$ cat src/rtl/traffic_light_monitor.sv
// Passive checker for the intersection LED bus: rebuilds the 6-phase light
// sequence and flags illegal/unsafe lamp patterns and sequence or dwell faults.
// Build option: define TLM_AUTO_RELOCK_EN to resynchronise after an error
// instead of halting in ERROR until reset.
module traffic_light_monitor #(
  parameter int GREEN_CYC  = 15,
  parameter int YELLOW_CYC = 3,
  parameter int ALLRED_CYC = 3,
  parameter int CNT_W      = 4,
  parameter int CYC_W      = 8
) (
  input  logic             clk,
  input  logic             rst,
  input  logic [2:0]       LED_NS,
  input  logic [2:0]       LED_WE,
  output logic             locked,
  output logic [2:0]       phase,
  output logic             err,
  output logic [2:0]       err_code,
  output logic [CYC_W-1:0] cycle_cnt
);

  typedef enum logic [1:0] {SYNC, TRACK, ERROR} state_t;

  localparam logic [2:0] PAT_INV = 3'd0;
  localparam logic [2:0] PAT_GR  = 3'd1;
  localparam logic [2:0] PAT_YR  = 3'd2;
  localparam logic [2:0] PAT_RR  = 3'd3;
  localparam logic [2:0] PAT_RG  = 3'd4;
  localparam logic [2:0] PAT_RY  = 3'd5;

  localparam logic [2:0] E_NONE     = 3'd0;
  localparam logic [2:0] E_ILLEGAL  = 3'd1;
  localparam logic [2:0] E_CONFLICT = 3'd2;
  localparam logic [2:0] E_SEQ      = 3'd3;
  localparam logic [2:0] E_SHORT    = 3'd4;
  localparam logic [2:0] E_LONG     = 3'd5;

`ifdef TLM_AUTO_RELOCK_EN
  localparam state_t ERR_NEXT = SYNC;
`else
  localparam state_t ERR_NEXT = ERROR;
`endif

  state_t           r_state;
  logic [2:0]       r_prev_pat;
  logic [2:0]       r_phase;
  logic [CNT_W-1:0] r_dwell;
  logic             r_locked;
  logic             r_err;
  logic [2:0]       r_err_code;
  logic [CYC_W-1:0] r_cycle_cnt;

  logic             w_illegal;
  logic             w_conflict;
  logic [2:0]       w_pat;
  logic [2:0]       w_next_phase;
  logic [2:0]       w_cur_pat;
  logic [2:0]       w_next_pat;
  logic [CNT_W-1:0] w_exp_dwell;
  logic [2:0]       w_code;

  function automatic logic [2:0] phase_pat(input logic [2:0] p);
    case (p)
      3'd0:    phase_pat = PAT_GR;
      3'd1:    phase_pat = PAT_YR;
      3'd2:    phase_pat = PAT_RR;
      3'd3:    phase_pat = PAT_RG;
      3'd4:    phase_pat = PAT_RY;
      3'd5:    phase_pat = PAT_RR;
      default: phase_pat = PAT_INV;
    endcase
  endfunction

  function automatic logic [CNT_W-1:0] phase_dwell(input logic [2:0] p);
    case (p)
      3'd0, 3'd3: phase_dwell = CNT_W'(GREEN_CYC);
      3'd1, 3'd4: phase_dwell = CNT_W'(YELLOW_CYC);
      default:    phase_dwell = CNT_W'(ALLRED_CYC);
    endcase
  endfunction

  assign w_illegal    = !($onehot(LED_NS) && $onehot(LED_WE));
  assign w_conflict   = !w_illegal && (LED_NS != 3'b100) && (LED_WE != 3'b100);
  assign w_next_phase = (r_phase == 3'd5) ? 3'd0 : r_phase + 3'd1;
  assign w_cur_pat    = phase_pat(r_phase);
  assign w_next_pat   = phase_pat(w_next_phase);
  assign w_exp_dwell  = phase_dwell(r_phase);

  // Legal, non-conflicting samples always have at least one red lamp
  always_comb begin
    w_pat = PAT_INV;
    case ({LED_NS, LED_WE})
      6'b001_100: w_pat = PAT_GR;
      6'b010_100: w_pat = PAT_YR;
      6'b100_100: w_pat = PAT_RR;
      6'b100_001: w_pat = PAT_RG;
      6'b100_010: w_pat = PAT_RY;
      default:    w_pat = PAT_INV;
    endcase
  end

  // Error detection in priority order; ERROR ignores all further faults
  always_comb begin
    w_code = E_NONE;
    if (r_state != ERROR) begin
      if (w_illegal)
        w_code = E_ILLEGAL;
      else if (w_conflict)
        w_code = E_CONFLICT;
      else if (r_state == TRACK) begin
        if (w_pat == w_cur_pat) begin
          if (r_dwell == w_exp_dwell)
            w_code = E_LONG;
        end else if (w_pat != w_next_pat)
          w_code = E_SEQ;
        else if (r_dwell < w_exp_dwell)
          w_code = E_SHORT;
      end
    end
  end

  always_ff @(posedge clk) begin
    if (rst) begin
      r_state     <= SYNC;
      r_prev_pat  <= PAT_INV;
      r_phase     <= 3'd7;
      r_dwell     <= '0;
      r_locked    <= 1'b0;
      r_err       <= 1'b0;
      r_err_code  <= E_NONE;
      r_cycle_cnt <= '0;
    end else begin
      r_prev_pat <= w_pat;
      if (w_code != E_NONE) begin
        r_err <= 1'b1;
        if (r_err_code == E_NONE)
          r_err_code <= w_code;
        r_locked <= 1'b0;
        r_phase  <= 3'd7;
        r_dwell  <= '0;
        r_state  <= ERR_NEXT;
      end else begin
        case (r_state)
          SYNC: begin
            if (r_prev_pat == PAT_RR && (w_pat == PAT_GR || w_pat == PAT_RG)) begin
              r_phase  <= (w_pat == PAT_GR) ? 3'd0 : 3'd3;
              r_dwell  <= CNT_W'(1);
              r_locked <= 1'b1;
              r_state  <= TRACK;
            end
          end
          TRACK: begin
            if (w_pat == w_cur_pat) begin
              r_dwell <= r_dwell + CNT_W'(1);
            end else begin
              r_phase <= w_next_phase;
              r_dwell <= CNT_W'(1);
              if (r_phase == 3'd5 && r_cycle_cnt != '1)
                r_cycle_cnt <= r_cycle_cnt + CYC_W'(1);
            end
          end
          default: ;
        endcase
      end
    end
  end

  assign locked    = r_locked;
  assign phase     = r_phase;
  assign err       = r_err;
  assign err_code  = r_err_code;
  assign cycle_cnt = r_cycle_cnt;

endmodule

$ cat config.mk
export PLATFORM = sky130hd
export DESIGN_NAME = traffic_light_monitor
export DESIGN_NICKNAME = d
export VERILOG_FILES = /design/src/rtl/traffic_light_monitor.sv
export SDC_FILE = /design/constraint.sdc
export NUM_CORES = 1
export LEC_CHECK = 0
export CORE_ASPECT_RATIO = 1.25
export CORE_MARGIN = 2
export CORE_UTILIZATION = 30
export DETAILED_ROUTE_END_ITERATION = 12
export PLACE_DENSITY_LB_ADDON = 0.2
export RECOVER_POWER = 100
export SLEW_MARGIN = 10
export SYNTH_ARGS = -nofsm -noshare
export SYNTH_HDL_FRONTEND = slang
export SYNTH_SLANG_ARGS = --single-unit
$ cat constraint.sdc
create_clock -name clk -period 9.1 [get_ports clk]
set_input_delay 1.82 -clock clk [delete_from_list [all_inputs] [get_ports clk]]
set_output_delay 1.82 -clock clk [all_outputs]
set_load 0.02 [all_outputs]
* Word-level counts from Yosys, hierarchy flattened
Index checks and enable logic that the tools add are counted.
** Word-level totals
- Register bits :: 24
- Bits in latches :: 0
- RAM bits :: 0
- Bits in read-only memories :: 0
- Output and inout port bits :: 16
- Word-level logic and storage cells :: 95
- Memories kept :: 0
** Operators by class
- Add/sub/neg operators :: 7
- Multipliers :: 0
- Divide/modulo/power cells :: 0
- $lt $le $gt $ge :: 1
- Equal/unequal tests :: 30
- Shift-type cells :: 0
- Muxes and demuxes :: 23
- Bitwise operators :: 2
- Reduce and logical (&&, ||, !) cells :: 24
** Operator list (count)
- $pmux W3 S5 :: 3
- $mux W3 :: 11
- $eq A6 B6 Y1 const B :: 3
- $eq A3 B2 Y1 const B :: 5
- $eq A3 B3 Y1 const B :: 5
- $mux W4 :: 3
- $eq A3 B1 Y1 const B :: 3
- $logic_not A3 Y1 :: 3
- $add A8 B1 Y8 const B :: 1
- $mux W2 :: 4
- $ne A8 B8 Y1 const B :: 1
- $pmux W4 S2 :: 1
- $reduce_and A2 Y1 :: 4
- $reduce_or A2 Y1 :: 4
- $eq A2 B1 Y1 const B :: 3
- $eq A6 B4 Y1 const B :: 1
- $eq A6 B5 Y1 const B :: 1
- $ne A2 B2 Y1 const B :: 3
- $ne A3 B3 Y1 const B :: 2
- $pmux W3 S2 :: 1
- $reduce_bool A2 Y1 :: 3
- $logic_and A1 B1 Y1 :: 5
- $add A1 B1 Y2 :: 2
- $add A2 B1 Y2 :: 2
- other kinds (12) :: 13

* Longest topological paths before layout
- Word-level depth :: 15
- Depth in mapped cells :: 13

* Worst setup path after synthesis
OpenSTA, ideal clock, no wires.
- Path kind :: input -> register
- Start :: in LED_WE[0]
- End :: reg r_cycle_cnt[1] (netlist: cycle_cnt[1])
- Arrival :: 4.081 ns
- Data required time :: 8.972 ns
- Slack :: 4.892 ns
- Cell stages on the path :: 12
- Cells stage by stage :: buf_6 -> inv_1 -> fa_1 -> and4bb_2 -> nand3_1 -> nand2_1 -> or4_1 -> a31o_2 -> nand4_2 -> buf_6 -> mux2i_1 -> nor2_1
** On the way
- Cells in the longest elaborated chain, start to end :: 12
- Elaborated cells on any way between the ends :: 25
- Those cells by class :: add/sub (2); eq/ne (9); mux (7); bitwise (2); reduce/logical (5)
** RTL lines
- from (decl) :: line 15 : input logic [2:0] LED_WE,
- $eq A6 B6 Y1, or another cell as far along :: line 93 : case ({LED_NS, LED_WE})
- $pmux W3 S5 or $add A2 B1 Y2 (tied branches) :: line 93, 83
- $ne A3 B3 Y1 or $eq A2 B1 Y1 (tied branches) :: line 115, 83
- $mux W3 or $logic_and A1 B1 Y1 (tied branches) :: line 115, 83
- $mux W3 or $logic_and A1 B1 Y1 (tied branches) :: line 112, 84
- $mux W3 or $logic_and A1 B1 Y1 (tied branches) :: line 111, 84
- $mux W3 :: line 109 : else if (w_conflict)
- $mux W3 :: line 107 : if (w_illegal)
- $mux W3 :: line 106 : if (r_state != ERROR) begin
- $reduce_bool A3 Y1 :: line 135 : if (w_code != E_NONE) begin
- $not A1 Y1 (no line)
- $reduce_and A4 Y1 (no line) (*)
- to (signal assigned) :: line 160 : r_cycle_cnt <= r_cycle_cnt + CYC_W'(1);
- to (decl) :: line 52 : logic [CYC_W-1:0] r_cycle_cnt;
Mark *: on every way between the ends. The rest lies on a longest branch, timed or not.
A chain may end at the register's enable or synchronous reset.

* Final worst setup path
- Start :: in LED_NS[0]
- End :: reg r_cycle_cnt[5] (netlist: cycle_cnt[5])
** On the way
- Cells in the longest elaborated chain, start to end :: 12
- Elaborated cells on any way between the ends :: 25
- Those cells by class :: add/sub (2); eq/ne (9); mux (7); bitwise (2); reduce/logical (5)
** RTL lines
- from (decl) :: line 14 : input logic [2:0] LED_NS,
- $eq A6 B6 Y1, or another cell as far along :: line 93
- $pmux W3 S5 or $add A2 B1 Y2 (tied branches) :: line 93, 83
- $ne A3 B3 Y1 or $eq A2 B1 Y1 (tied branches) :: line 115, 83
- $mux W3 or $logic_and A1 B1 Y1 (tied branches) :: line 115, 83
- $mux W3 or $logic_and A1 B1 Y1 (tied branches) :: line 112, 84
- $mux W3 or $logic_and A1 B1 Y1 (tied branches) :: line 111, 84
- $mux W3 :: line 109
- $mux W3 :: line 107
- $mux W3 :: line 106
- $reduce_bool A3 Y1 :: line 135
- $not A1 Y1 (no line)
- $reduce_and A4 Y1 (no line) (*)
Marks and branches as above.

==> flow_metrics.py <==
metrics = {
    "power_and_ir_drop": {
        "p_leak_nw": 0.6960,
        "power_density_mw_per_mm2": 110.4,
        "p_total_uw": 205.2,
        "ir_drop_mv": 0.05591,
    },
    "sta": {
        "finalClockSkew_ps": 2.387,
        "setup_viol": 0,
        "maxSlewHeadroom_pct": 52.99,
        "finalCriticalPeriod_ps": 5312,
        "whs_ps": 482.4,
        "fmax_mhz": 188.2,
        "slew_viol_final": 0,
        "tns_ps": 0,
        "rsz0062_at_grt": "no",
        "finalCritPeriodShare_pct": 58.38,
        "tightest_slew_ps": 703.0,
        "hold_viol": 0,
    },
    "drt": {
        "drt_iter0_drc": 55,
        "drtAntennaViolNets": 0,
        "drtPass1Iterations": 4,
        "wl_per_cell_um": 13.41,
        "vias_per_cell": 5.187,
        "drt-total-wl_um": 3593,
        "vias": 1390,
        "route.detailed.drc": 0,
    },
    "synth": {
        "synth_seq_area_share_pct": 30.62,
        "ys.warnings.count": 0,
        "synthArstFlopShare_pct": 0,
        "yosys_most_used_dff": "dfxtp_1",
        "synth_cell_type_count": 54,
        "syn_avg_cell_area_um2": 8.436,
        "ys_ff_latch": 24,
        "netlist_instances": 186,
        "syn-cell-area_mm2": 0.001569,
        "synth_nets": 201,
        "synth_edf_count": 0,
    },
    "run": {
        "cap_violations": 0,
    },
    "cells_and_area": {
        "drive_gt1_share_pct": 6.796,
        "final_area_mm2": 0.001858,
        "antennaDiodeCount": 0,
        "final_common_cell": "nor2_1",
        "final_nets": 222,
        "mostFrequentLayoutCells": "nor2_1, dfxtp_1, dlygate4sd3_1",
        "n_fill_cell": 527,
        "fin_cells": 268,
        "area_delta_synth_final_pct": 18.42,
    },
    "clock_network": {
        "clkSlewWorstSetupHoldPaths_ps": 80,
        "hold_buffers": 0,
        "clkLatencyLatePin_ps": 260,
        "numCtsBuffers": 3,
        "cts_tree": "yes",
        "cts_setup_buffers": 0,
        "clockBufferDepth": 2,
        "clockRootBuffer": "clkbuf_8",
        "ctsResizeCount": 0,
        "cts.sinks": 24,
        "htreeDepth": 1,
    },
    "placement": {
        "finalWeightedCongestion": 0.7940,
        "place_area_mm2": 0.001827,
        "post-place-cells": 264,
        "numPortBuffers": 23,
        "place_hpwl_um": 2721,
    },
    "floorplan": {
        "die_area_mm2": 0.005828,
        "start_util_pct": 31.11,
        "io_pins": 24,
        "die_y_um": 84.86,
        "die_w_um": 68.69,
        "coreArea_mm2": 0.005044,
        "rows": 29,
    },
    "setup_path": {
        "startpoint": "LED_NS[0]",
        "critical_path_class": "in -> reg",
        "startpoint_type": "input pin",
        "crit_fanout": 13,
        "crit-reg2reg-launch": "phase[2]",
        "cp.arrival_ps": 5500,
        "required_ps": 9290,
        "reg2reg_slack_ps": 5540,
        "endpoint_kind": "register",
    },
    "worst_hold_path": {
        "hold_path.class": "reg -> reg",
        "min-delay-start": "err",
    },
    "global_route": {
        "grt.overflow.total": 0,
        "grt_max_degree": 19,
        "grt_pass1_vias": 1316,
        "antenna_found_initial": 0,
        "track_usage_pct": 13.66,
        "grt_pass1_wl_um": 6279,
    },
    "outcome": {
        "outcome": "finished, final reports clean",
    },
}
## area by class of cell
class / instances / area, um2 / share of cell area [%]
Inverter: 8 / 30.03 / 1.616
Sequential cell: 24 / 480.5 / 25.86
Clock buffer: 4 / 55.05 / 2.963
Timing Repair Buffer: 23 / 230.2 / 12.39
Multi-Input combinational cell: 147 / 984.7 / 53.00
Tap cell: 62 / 77.57 / 4.175
## power by group
group          total [mW]  switching (mW)  internal [mW]
clock              0.0719          0.0333         0.0386
combinational      0.0254          0.0151         0.0103
sequential          0.108         0.00116          0.107
total               0.205          0.0496          0.156
## layer usage
layer,GRT usage (%),vias up,wire length [um]
met3,1.989,2,111
li1,-,721,-
met1,18.18,646,1674
met2,21.68,21,1777
met5,0,-,0
met4,5.636,0,29
## cells by family after synthesis
family,Yosys count,synth area share [%]
simple gates,88,32.38
compound gates,41,19.06
flops,24,30.62
buf+inv,15,5.103
xor+xnor,9,5.024
fa+ha+maj,7,6.539
mux,2,1.276
## synthesized netlist by cell type, types with 3 or more instances
cell | instances | area (um2)
nor2b_1 | 4 | 25.02
inv_1 | 7 | 26.28
or4_1 | 3 | 22.52
nor2_1 | 25 | 93.84
ha_1 | 5 | 62.56
o21ai_0 | 8 | 40.04
or3_1 | 4 | 25.02
nor3_1 | 8 | 40.04
a21oi_1 | 12 | 60.06
dfxtp_1 | 24 | 480.5
and3_1 | 5 | 31.28
nand3_1 | 11 | 55.05
xor2_1 | 4 | 35.03
nand2_1 | 9 | 33.78
xnor2_1 | 5 | 43.79
## worst paths after layout
check                       to  depth (start not counted)
setup / recovery  cycle_cnt[5]                         10
hold / removal             err                          2
setup reg to reg  cycle_cnt[5]                         11
hold reg to reg            err                          2
## stage by stage
stage	setup WS, ps	utilization (%)
floorplan	4892	-
global placement	4098	36.22
detailed placement	4075	36.22
CTS	4369	37.31
global route	3464	36.84
finish	3788	36.84
## registers in the layout, summed over array words and instances, names as in the netlist
signal / cells
phase: 3
r_dwell: 4
cycle_cnt: 8
r_state: 1
err_code: 3
r_prev_pat: 3
err: 1
locked: 1
## critical path, stage by stage
cell	delay [ps]
dlygate4sd3_1	670
nor4b_1	570
nand2_1	220
xnor2_1	190
a211oi_1	370
nor3_1	100
o211ai_1	330
nand4_1	470
or4_1	610
a21oi_1	140
Note: power is estimated with default switching activity, not from simulation.
